==> config.mk <==
export PLATFORM = sky130hd
export DESIGN_NAME = ctrl_unit_fsm_flat
export DESIGN_NICKNAME = d
export VERILOG_FILES = /design/src/rtl/ctrl_unit_fsm_if.sv /design/src/rtl/ctrl_unit_fsm.sv /design/src/flat_wrapper.sv
export SDC_FILE = /design/constraint.sdc
export NUM_CORES = 1
export LEC_CHECK = 0
export ABC_CLOCK_PERIOD_IN_PS = 1600
export CAP_MARGIN = 20
export CORE_AREA = 4 4 54 56
export DETAILED_ROUTE_END_ITERATION = 7
export DIE_AREA = 0 0 58 60
export PLACE_DENSITY_LB_ADDON = 0.25
export SYNTH_ARGS = -nofsm -noshare
export SYNTH_HDL_FRONTEND = slang
export SYNTH_SLANG_ARGS = --single-unit
export TNS_END_PERCENT = 100
==> constraint.sdc <==
create_clock -name clk -period 1.6 [get_ports clk]
set_clock_uncertainty 0.15 [all_clocks]
set_input_delay 0.24 -clock clk [delete_from_list [all_inputs] [get_ports clk]]
set_output_delay 0.24 -clock clk [all_outputs]
set_load 0.05 [all_outputs]
==> src/rtl/ctrl_unit_fsm_if.sv <==
// Memory handshake between the control unit and the memory interface.
// The control unit requests (mem_req/mem_rw); memory answers with mem_done.
interface ctrl_unit_fsm_if;
    logic mem_req;
    logic mem_rw;
    logic mem_done;

    modport master (
        output mem_req,
        output mem_rw,
        input  mem_done
    );

    modport slave (
        input  mem_req,
        input  mem_rw,
        output mem_done
    );
endinterface

==> src/rtl/ctrl_unit_fsm.sv <==
// Multicycle control FSM for the ARM-like core: fetch, decode, data-processing,
// load/store word and branch/branch-with-link, driving all mux selects and strobes.
module ctrl_unit_fsm #(
    parameter logic [3:0] OP_ADD   = 4'b0100,
    parameter logic [3:0] OP_SUB   = 4'b0010,
    parameter logic [3:0] OP_PASSA = 4'b1110,
    parameter logic [3:0] OP_PASSB = 4'b1101
) (
    input  logic              clk,
    input  logic              rst_n,
    input  logic [31:0]       ir,
    input  logic              cond_ok,
    ctrl_unit_fsm_if.master   mem,
    output logic [1:0]        ma,
    output logic [1:0]        mb,
    output logic [2:0]        mc,
    output logic              md,
    output logic              me,
    output logic              mf,
    output logic              mg,
    output logic              mh,
    output logic [1:0]        mi,
    output logic [1:0]        mj,
    output logic [3:0]        op,
    output logic              ld_rf,
    output logic              ld_ir,
    output logic              ld_mar,
    output logic              ld_mdr,
    output logic              ld_flags,
    output logic [3:0]        state
);

    typedef enum logic [3:0] {
        IDLE    = 4'd0,
        FETCH0  = 4'd1,
        FETCH1  = 4'd2,
        FETCH2  = 4'd3,
        DECODE  = 4'd4,
        DP      = 4'd5,
        LS_ADDR = 4'd6,
        LD_WAIT = 4'd7,
        LD_WB   = 4'd8,
        ST_DATA = 4'd9,
        ST_WAIT = 4'd10,
        BR      = 4'd11,
        BR_LINK = 4'd12
    } state_t;

    state_t cur_state;
    state_t nxt_state;

    logic mem_req;
    logic mem_rw;
    logic mem_done;

    // Only the class, U, L, S and I bits steer the sequence.
    logic unused_ir;
    assign unused_ir = ^{ir[31:28], ir[22:21], ir[19:0], OP_PASSB};

    assign mem_done    = mem.mem_done;
    assign mem.mem_req = mem_req;
    assign mem.mem_rw  = mem_rw;

    assign me    = 1'b0;
    assign mi    = 2'd0;
    assign mj    = 2'd0;
    assign state = cur_state;

    always_ff @(posedge clk or negedge rst_n) begin
        if (!rst_n) begin
            cur_state <= IDLE;
        end else begin
            cur_state <= nxt_state;
        end
    end

    always_comb begin
        nxt_state = cur_state;
        ma        = 2'd0;
        mb        = 2'd0;
        mc        = 3'd0;
        md        = 1'b0;
        mf        = 1'b0;
        mg        = 1'b0;
        mh        = 1'b0;
        op        = 4'd0;
        ld_rf     = 1'b0;
        ld_ir     = 1'b0;
        ld_mar    = 1'b0;
        ld_mdr    = 1'b0;
        ld_flags  = 1'b0;
        mem_req   = 1'b0;
        mem_rw    = 1'b0;

        case (cur_state)
            IDLE: begin
                nxt_state = FETCH0;
            end

            FETCH0: begin
                ma        = 2'd2;
                md        = 1'b1;
                op        = OP_PASSA;
                ld_mar    = 1'b1;
                nxt_state = FETCH1;
            end

            // PC+4 written back while the instruction read is launched.
            FETCH1: begin
                ma        = 2'd2;
                mb        = 2'd2;
                md        = 1'b1;
                op        = OP_ADD;
                mc        = 3'd3;
                ld_rf     = 1'b1;
                mem_req   = 1'b1;
                mem_rw    = 1'b1;
                nxt_state = FETCH2;
            end

            FETCH2: begin
                mem_req = 1'b1;
                mem_rw  = 1'b1;
                ld_ir   = mem_done;
                if (mem_done) begin
                    nxt_state = DECODE;
                end
            end

            DECODE: begin
                if (!cond_ok) begin
                    nxt_state = FETCH0;
                end else if (ir[27:26] == 2'b00) begin
                    nxt_state = DP;
                end else if (ir[27:26] == 2'b01) begin
                    nxt_state = LS_ADDR;
                end else if (ir[27:25] == 3'b101) begin
                    nxt_state = ir[24] ? BR_LINK : BR;
                end else begin
                    nxt_state = FETCH0;
                end
            end

            // TST/TEQ/CMP/CMN (opcode 10xx) only update flags.
            DP: begin
                ma        = 2'd0;
                mb        = ir[25] ? 2'd1 : 2'd0;
                md        = 1'b0;
                mc        = 3'd1;
                mg        = 1'b0;
                ld_rf     = (ir[24:23] != 2'b10);
                ld_flags  = ir[20];
                nxt_state = FETCH0;
            end

            LS_ADDR: begin
                ma        = 2'd0;
                mb        = 2'd1;
                md        = 1'b1;
                op        = ir[23] ? OP_ADD : OP_SUB;
                ld_mar    = 1'b1;
                nxt_state = ir[20] ? LD_WAIT : ST_DATA;
            end

            LD_WAIT: begin
                mem_req = 1'b1;
                mem_rw  = 1'b1;
                mf      = 1'b1;
                ld_mdr  = mem_done;
                if (mem_done) begin
                    nxt_state = LD_WB;
                end
            end

            LD_WB: begin
                mg        = 1'b1;
                mc        = 3'd1;
                ld_rf     = 1'b1;
                nxt_state = FETCH0;
            end

            ST_DATA: begin
                ma        = 2'd1;
                md        = 1'b1;
                op        = OP_PASSA;
                mf        = 1'b0;
                ld_mdr    = 1'b1;
                nxt_state = ST_WAIT;
            end

            ST_WAIT: begin
                mem_req = 1'b1;
                mem_rw  = 1'b0;
                if (mem_done) begin
                    nxt_state = FETCH0;
                end
            end

            BR_LINK: begin
                ma        = 2'd2;
                md        = 1'b1;
                op        = OP_PASSA;
                mc        = 3'd2;
                ld_rf     = 1'b1;
                nxt_state = BR;
            end

            BR: begin
                ma        = 2'd2;
                mh        = 1'b1;
                md        = 1'b1;
                op        = OP_ADD;
                mc        = 3'd3;
                ld_rf     = 1'b1;
                nxt_state = FETCH0;
            end

            default: begin
                nxt_state = IDLE;
            end
        endcase
    end

endmodule

==> src/flat_wrapper.sv <==
// flat-port wrapper written by rule: the top's interface ports become plain ports
module ctrl_unit_fsm_flat 
#(
    parameter logic [3:0] OP_ADD   = 4'b0100,
    parameter logic [3:0] OP_SUB   = 4'b0010,
    parameter logic [3:0] OP_PASSA = 4'b1110,
    parameter logic [3:0] OP_PASSB = 4'b1101
)
  (clk, rst_n, ir, cond_ok, ma, mb, mc, md, me, mf, mg, mh, mi, mj, op, ld_rf, ld_ir, ld_mar, ld_mdr, ld_flags, state, mem_mem_req, mem_mem_rw, mem_mem_done);
  ctrl_unit_fsm_if mem_i ();
  input  logic clk;
  input  logic rst_n;
  input  logic [31:0] ir;
  input  logic cond_ok;
  output logic [1:0] ma;
  output logic [1:0] mb;
  output logic [2:0] mc;
  output logic md;
  output logic me;
  output logic mf;
  output logic mg;
  output logic mh;
  output logic [1:0] mi;
  output logic [1:0] mj;
  output logic [3:0] op;
  output logic ld_rf;
  output logic ld_ir;
  output logic ld_mar;
  output logic ld_mdr;
  output logic ld_flags;
  output logic [3:0] state;
  output wire logic [$bits(mem_i.mem_req)-1:0] mem_mem_req;
  output wire logic [$bits(mem_i.mem_rw)-1:0] mem_mem_rw;
  input wire logic [$bits(mem_i.mem_done)-1:0] mem_mem_done;
  assign mem_mem_req = mem_i.mem_req;
  assign mem_mem_rw = mem_i.mem_rw;
  assign mem_i.mem_done = mem_mem_done;
  ctrl_unit_fsm #(.OP_ADD(OP_ADD), .OP_SUB(OP_SUB), .OP_PASSA(OP_PASSA), .OP_PASSB(OP_PASSB)) u_core (.clk(clk), .rst_n(rst_n), .ir(ir), .cond_ok(cond_ok), .mem(mem_i), .ma(ma), .mb(mb), .mc(mc), .md(md), .me(me), .mf(mf), .mg(mg), .mh(mh), .mi(mi), .mj(mj), .op(op), .ld_rf(ld_rf), .ld_ir(ld_ir), .ld_mar(ld_mar), .ld_mdr(ld_mdr), .ld_flags(ld_flags), .state(state));
endmodule
### Yosys cells after proc, flatten, opt, wreduce, memory -nomap -nowiden

Index checks and enable logic that the tools add are counted.

* equal/unequal tests: 18
* multiplexer cells: 27
* reduce and logical (&&, ||, !) cells: 13

Operators by type and width (number)
* one-hot mux 4 bit (10 select lines): 1
* two-way mux 4 bit: 8
* == test 4 bit, second input constant: 5
* == test 4 x 3 -> 1 bit, second input constant: 4
* OR reduction 4 bit: 4
* one-hot mux 2 bit (3 select lines): 2
* one-hot mux 4 bit (3 select lines): 1
* two-way mux 1 bit: 10
* == test 4 x 2 -> 1 bit, second input constant: 2
* != test 2 bit, second input constant: 4
* two-way mux 3 bit: 2
* OR reduction 2 bit: 3
* OR reduction 3 bit: 2
* OR reduction 6 bit: 1
* == test 4 x 1 -> 1 bit, second input constant: 1
* zero test 4 bit: 1
* one-hot mux 1 bit (2 select lines): 2
* one-hot mux 2 bit (2 select lines): 1
* == test 3 bit, second input constant: 1
* AND reduction 3 bit: 1
* == test 2 x 1 -> 1 bit, second input constant: 1
* zero test 2 bit: 1

* bits in registers: 4
* input port bits: 36
* output and inout bits: 31
* logic and storage cells: 59

### Depth between registers and ports, before layout

* depth in word-level cells: 6
* gate-level depth with buffers: 6
* gate-level depth less buffers: 4

### Worst setup path after synthesis

Ideal clock, no wire load.

* path kind: reg2out
* start point: reg u_core.cur_state[1] (netlist: u_core.state[1])
* end point: out ld_ir
* data arrival time: 2.768 ns
* required time: 1.210 ns
* path slack: -1.558 ns
* stages on the path, launching flop included: 5
* path buffers: 2
* cell sequence: dfrtp_1 -> buf_4 -> buf_4 -> nand2_1 -> nor4b_1

* word-level cells in the longest chain between the ends: 2

Ends and longest elaborated chain
* start, declared: line ctrl_unit_fsm.sv:49 `state_t cur_state;`
* start signal, assigned: line ctrl_unit_fsm.sv:73 `cur_state <= nxt_state;`
* == test 4 x 2 -> 1 bit: line ctrl_unit_fsm.sv:95 `case (cur_state)`
* two-way mux 1 bit: line ctrl_unit_fsm.sv:95
* end, declared: line flat_wrapper.sv:27 `output logic ld_ir;`

Every way passes these cells.

### Worst setup path in the final report

* start point: reg u_core.cur_state[0] (netlist: u_core.state[0])
* end point: out ma[1]

* word-level cells in the longest chain between the ends: 3
* elaborated cells on any way between the ends: 7
* those cells by class: 5 x eq/ne; 1 x mux; 1 x reduce/logical

Ends and longest elaborated chain
* == test 4 x 1 -> 1 bit, or another cell as far along: line ctrl_unit_fsm.sv:95
* OR reduction 4 bit (no line)
* one-hot mux 2 bit (2 select lines) (*): line ctrl_unit_fsm.sv:95
* end, declared: line flat_wrapper.sv:15 `output logic [1:0] ma;`

Mark *: on every way between the ends. The rest lies on a longest branch, timed or not.

==> results summary <==
The run finished, with violations left. The checks that failed: setup timing. The total number of nets in the final design came out at 240. The routed design could run at a clock period as short as 1.98 ns. In this run the power density over the cells is 2850 mW/mm^2. The ratio of routed vias to standard cells came out at 5.85. The critical register-to-register path startpoint is u_core.state[1]. The total grt overflow is 0. Across all register-to-register paths, the minimum setup slack is -0.31 ns. The number of buffer cells added on primary ports came out at 33. After technology mapping, the gate count stands at 113. The worst setup path is of the flip-flop to primary output kind. The global routing usage summed across all routing layers came out at 0.255. Leaving out fill and tap cells, the most frequent cells in the layout are sky130_fd_sc_hd__buf_4, sky130_fd_sc_hd__buf_12, sky130_fd_sc_hd__buf_6, sky130_fd_sc_hd__clkdlybuf4s50_1, sky130_fd_sc_hd__nor2_4.

The maximum clock path buffer count is 2. The number of rows in the core area is 18. The final routed wirelength across all metal layers is 5110 um. After detailed routing, the average wire length per cell comes to 22.0 um. The die covers 0.00348 mm^2. The number of nets with antenna violations after routing is 0. The synthesis-to-layout area growth is 200%. After synthesis, the cell types taking the most area are sky130_fd_sc_hd__dfrtp_1, sky130_fd_sc_hd__buf_4, sky130_fd_sc_hd__o21ai_0, sky130_fd_sc_hd__nor2_1, sky130_fd_sc_hd__nand2_1. The share of the yosys chip area belonging to registers is 0.136. The share of the clock period used by the worst path after layout is 1.24. The global-route wire length before repair is 6810 um.

The top achievable clock speed is 504 MHz. The first-pass detailed-route iteration total came out at 4. The number of design rule violations left after detail routing is 0.

The leading cell type in the layout, fill and taps excluded is sky130_fd_sc_hd__buf_4. The number of design-rule violations left by the first detailed-router iteration came out at 71. The capture point of the worst path is ma[1].

The clock transition time at the flip-flop clock pins of the worst setup and hold paths is 0.04 ns. The insertion delay of the later-clocked pin in the worst-skew pair came out at 0.25 ns. The pin count of the biggest net entering global routing came out at 11. The count of different cell masters after synthesis came out at 33. Across all setup checks in the final design, the least slack found is -0.384 ns.

The area fraction of the dominant cell type after synthesis came out at 0.136. Of all nets on the critical path, the largest fanout is 5. The height of the die came out at 60 um. The share of post-route cells with drive strength above 1 is 0.713. The final count of hold timing violations is 0. The worst-case IR drop observed on VDD is 2630 uV.

Data arrives at the worst endpoint at 1.59 ns. In this run the worst hold path is classified as input pin to asynchronous set/reset pin. Max-cap violations in this run came to 0. The tree is rooted in a sky130_fd_sc_hd__clkbuf_4. The async set-or-reset flop fraction in the synthesized netlist came out at 1.00. The core utilization of the finished layout is 0.910. The die extent in x came out at 58 um. The endpoint identified for the worst register-to-register timing path is u_core.state[3]. The cell area after synthesis came out at 737 um^2. The post-placement cell area is 0.00175 mm^2. The number of warning messages in the yosys log came out at 0.

The HPWL after detailed placement is 2520 um. The initial antenna violation count was 0. The worst register-to-register path has a depth of 6. Synthesis inferred 4 register bits. During I/O placement, the number of pins put on the boundary was 67.

The library cell occupying the most area in the post-synthesis netlist is sky130_fd_sc_hd__dfrtp_1. The number of diodes came out at 0. The clock net sink count is 4. The worst setup path is launched from a flip-flop. The starting density of the core is 0.303.

Setup violations remaining at the end of the flow were counted as 24. The floorplan step defined a core boundary enclosing 0.00243 mm^2. The number of flip-flops under the largest register name is 4. Among all flip-flop cells after synthesis, the most frequent one is sky130_fd_sc_hd__dfrtp_1. The startpoint of the worst setup timing path is u_core.state[0]. The overall via count from detail_route came out at 1,357. The weighted congestion at the end of routability-driven global placement came out at 0.836. The number of levels the H-tree was split into is 1. The clock tree from TritonCTS is yes. The leakage power of the design came out at 0.954 nW. In this run, CTS created clock tree buffers numbering 3. The number of enable-type register cells in the synthesized netlist is 0. The required time at the worst-slack endpoint is 1.21 ns. Setup repair after global routing could not meet its margin everywhere. The via count of the first global-routing pass came out at 1,320. The worst setup path is captured at a primary output. The final design area excluding fillers is 0.00221 mm^2. The max-slew violation count came out at 0.

In this run the mean area of a mapped cell was 6.52 um^2.
-- cell families (layout without fill, tap and decap cells) --
kind of cell | count (synthesis) | in the layout | share of synthesized area
mux | 1 | 1 | 0.0153
buf+inv | 18 | 101 | 0.160
xor+xnor | 1 | 1 | 0.0119
simple gates | 53 | 53 | 0.375
flops | 4 | 4 | 0.136
compound gates | 35 | 35 | 0.297
other cells | 1 | 7 | 0.00509
-- worst min path at each step --
stage	slack [ns]	cells past startpoint	end	startpoint
after floorplan	-0.21	0	u_core.state[0]	rst_n
after global placement	0.30	1	u_core.state[0]	rst_n
after detailed placement	0.31	1	u_core.state[0]	rst_n
after CTS	0.07	1	u_core.state[2]	rst_n
after global routing	0.07	1	u_core.state[0]	rst_n
final	0.05	1	u_core.state[1]	rst_n
-- synthesized netlist by cell type, types with 2 or more instances --
cell	number
sky130_fd_sc_hd__a21oi_1	8
sky130_fd_sc_hd__and2b_1	3
sky130_fd_sc_hd__and3_1	2
sky130_fd_sc_hd__buf_4	13
sky130_fd_sc_hd__dfrtp_1	4
sky130_fd_sc_hd__inv_1	4
sky130_fd_sc_hd__nand2_1	11
sky130_fd_sc_hd__nand2b_1	5
sky130_fd_sc_hd__nand3_1	3
sky130_fd_sc_hd__nand3b_1	3
sky130_fd_sc_hd__nor2_1	13
sky130_fd_sc_hd__nor2b_1	6
sky130_fd_sc_hd__nor3_1	4
sky130_fd_sc_hd__o21ai_0	14
sky130_fd_sc_hd__o22ai_1	2
-- worst max-delay path, cell delays in order (launching register included) --
cell and delay [ns]:
sky130_fd_sc_hd__dfrtp_2 0.46, sky130_fd_sc_hd__buf_4 0.17, sky130_fd_sc_hd__buf_4 0.13, sky130_fd_sc_hd__nand2_4 0.11, sky130_fd_sc_hd__nor2_1 0.06, sky130_fd_sc_hd__o21ai_1 0.17, sky130_fd_sc_hd__nand2_2 0.09, sky130_fd_sc_hd__buf_12 0.15
-- metrics by stage --
step | TNS (ns) | setup WS, ns | instances | hold WS (ns) | power [mW]
final | -6.85 | -0.384 | 232 | 0.0517 | 6.30
after global routing | -7.69 | -0.451 | 232 | 0.0718 | 6.49
after CTS | -4.75 | -0.296 | 225 | 0.0666 | 5.74
after detailed placement | -1.94 | -0.225 | 205 | 0.311 | 4.90
after global placement | -1.79 | -0.237 | 205 | 0.301 | 4.84
after floorplan | -3.97 | -0.524 | 119 | -0.206 | 2.86
-- report_power, final --
group	internal, mW	switching, mW	leakage [nW]	total, mW
registers	0.157	0.104	0.0446	0.261
logic	2.83	3.07	0.895	5.91
clock network	0.0845	0.0505	0.0138	0.135
-- cell type report --
| cell class | instances | area [um^2] |
|---|---|---|
| multi-input cells | 97 | 916 |
| clock buffers | 3 | 22.5 |
| flip-flops and latches | 4 | 105 |
| inverters | 4 | 20.0 |
| fillers | 84 | 219 |
| well taps | 30 | 37.5 |
| repair buffers | 94 | 1110 |
-- per-layer routing --
metal / track usage / vias up / wire length [um]
li1: - / 566 / -
met1: 0.297 / 664 / 1720
met2: 0.479 / 101 / 2670
met3: 0.0410 / 26 / 442
met4: 0.0728 / 0 / 270
met5: 0 / - / 0
-- timing repair --
| action | in CTS | in global routing |
|---|---|---|
| pin swaps | 15 | 14 |
| hold buffers | 0 | 0 |
| buffers inserted | 17 | 10 |
| setup endpoints to repair | 24 | 25 |
| gates resized for setup | 46 | 23 |
Power figures use the tool's default switching activity.
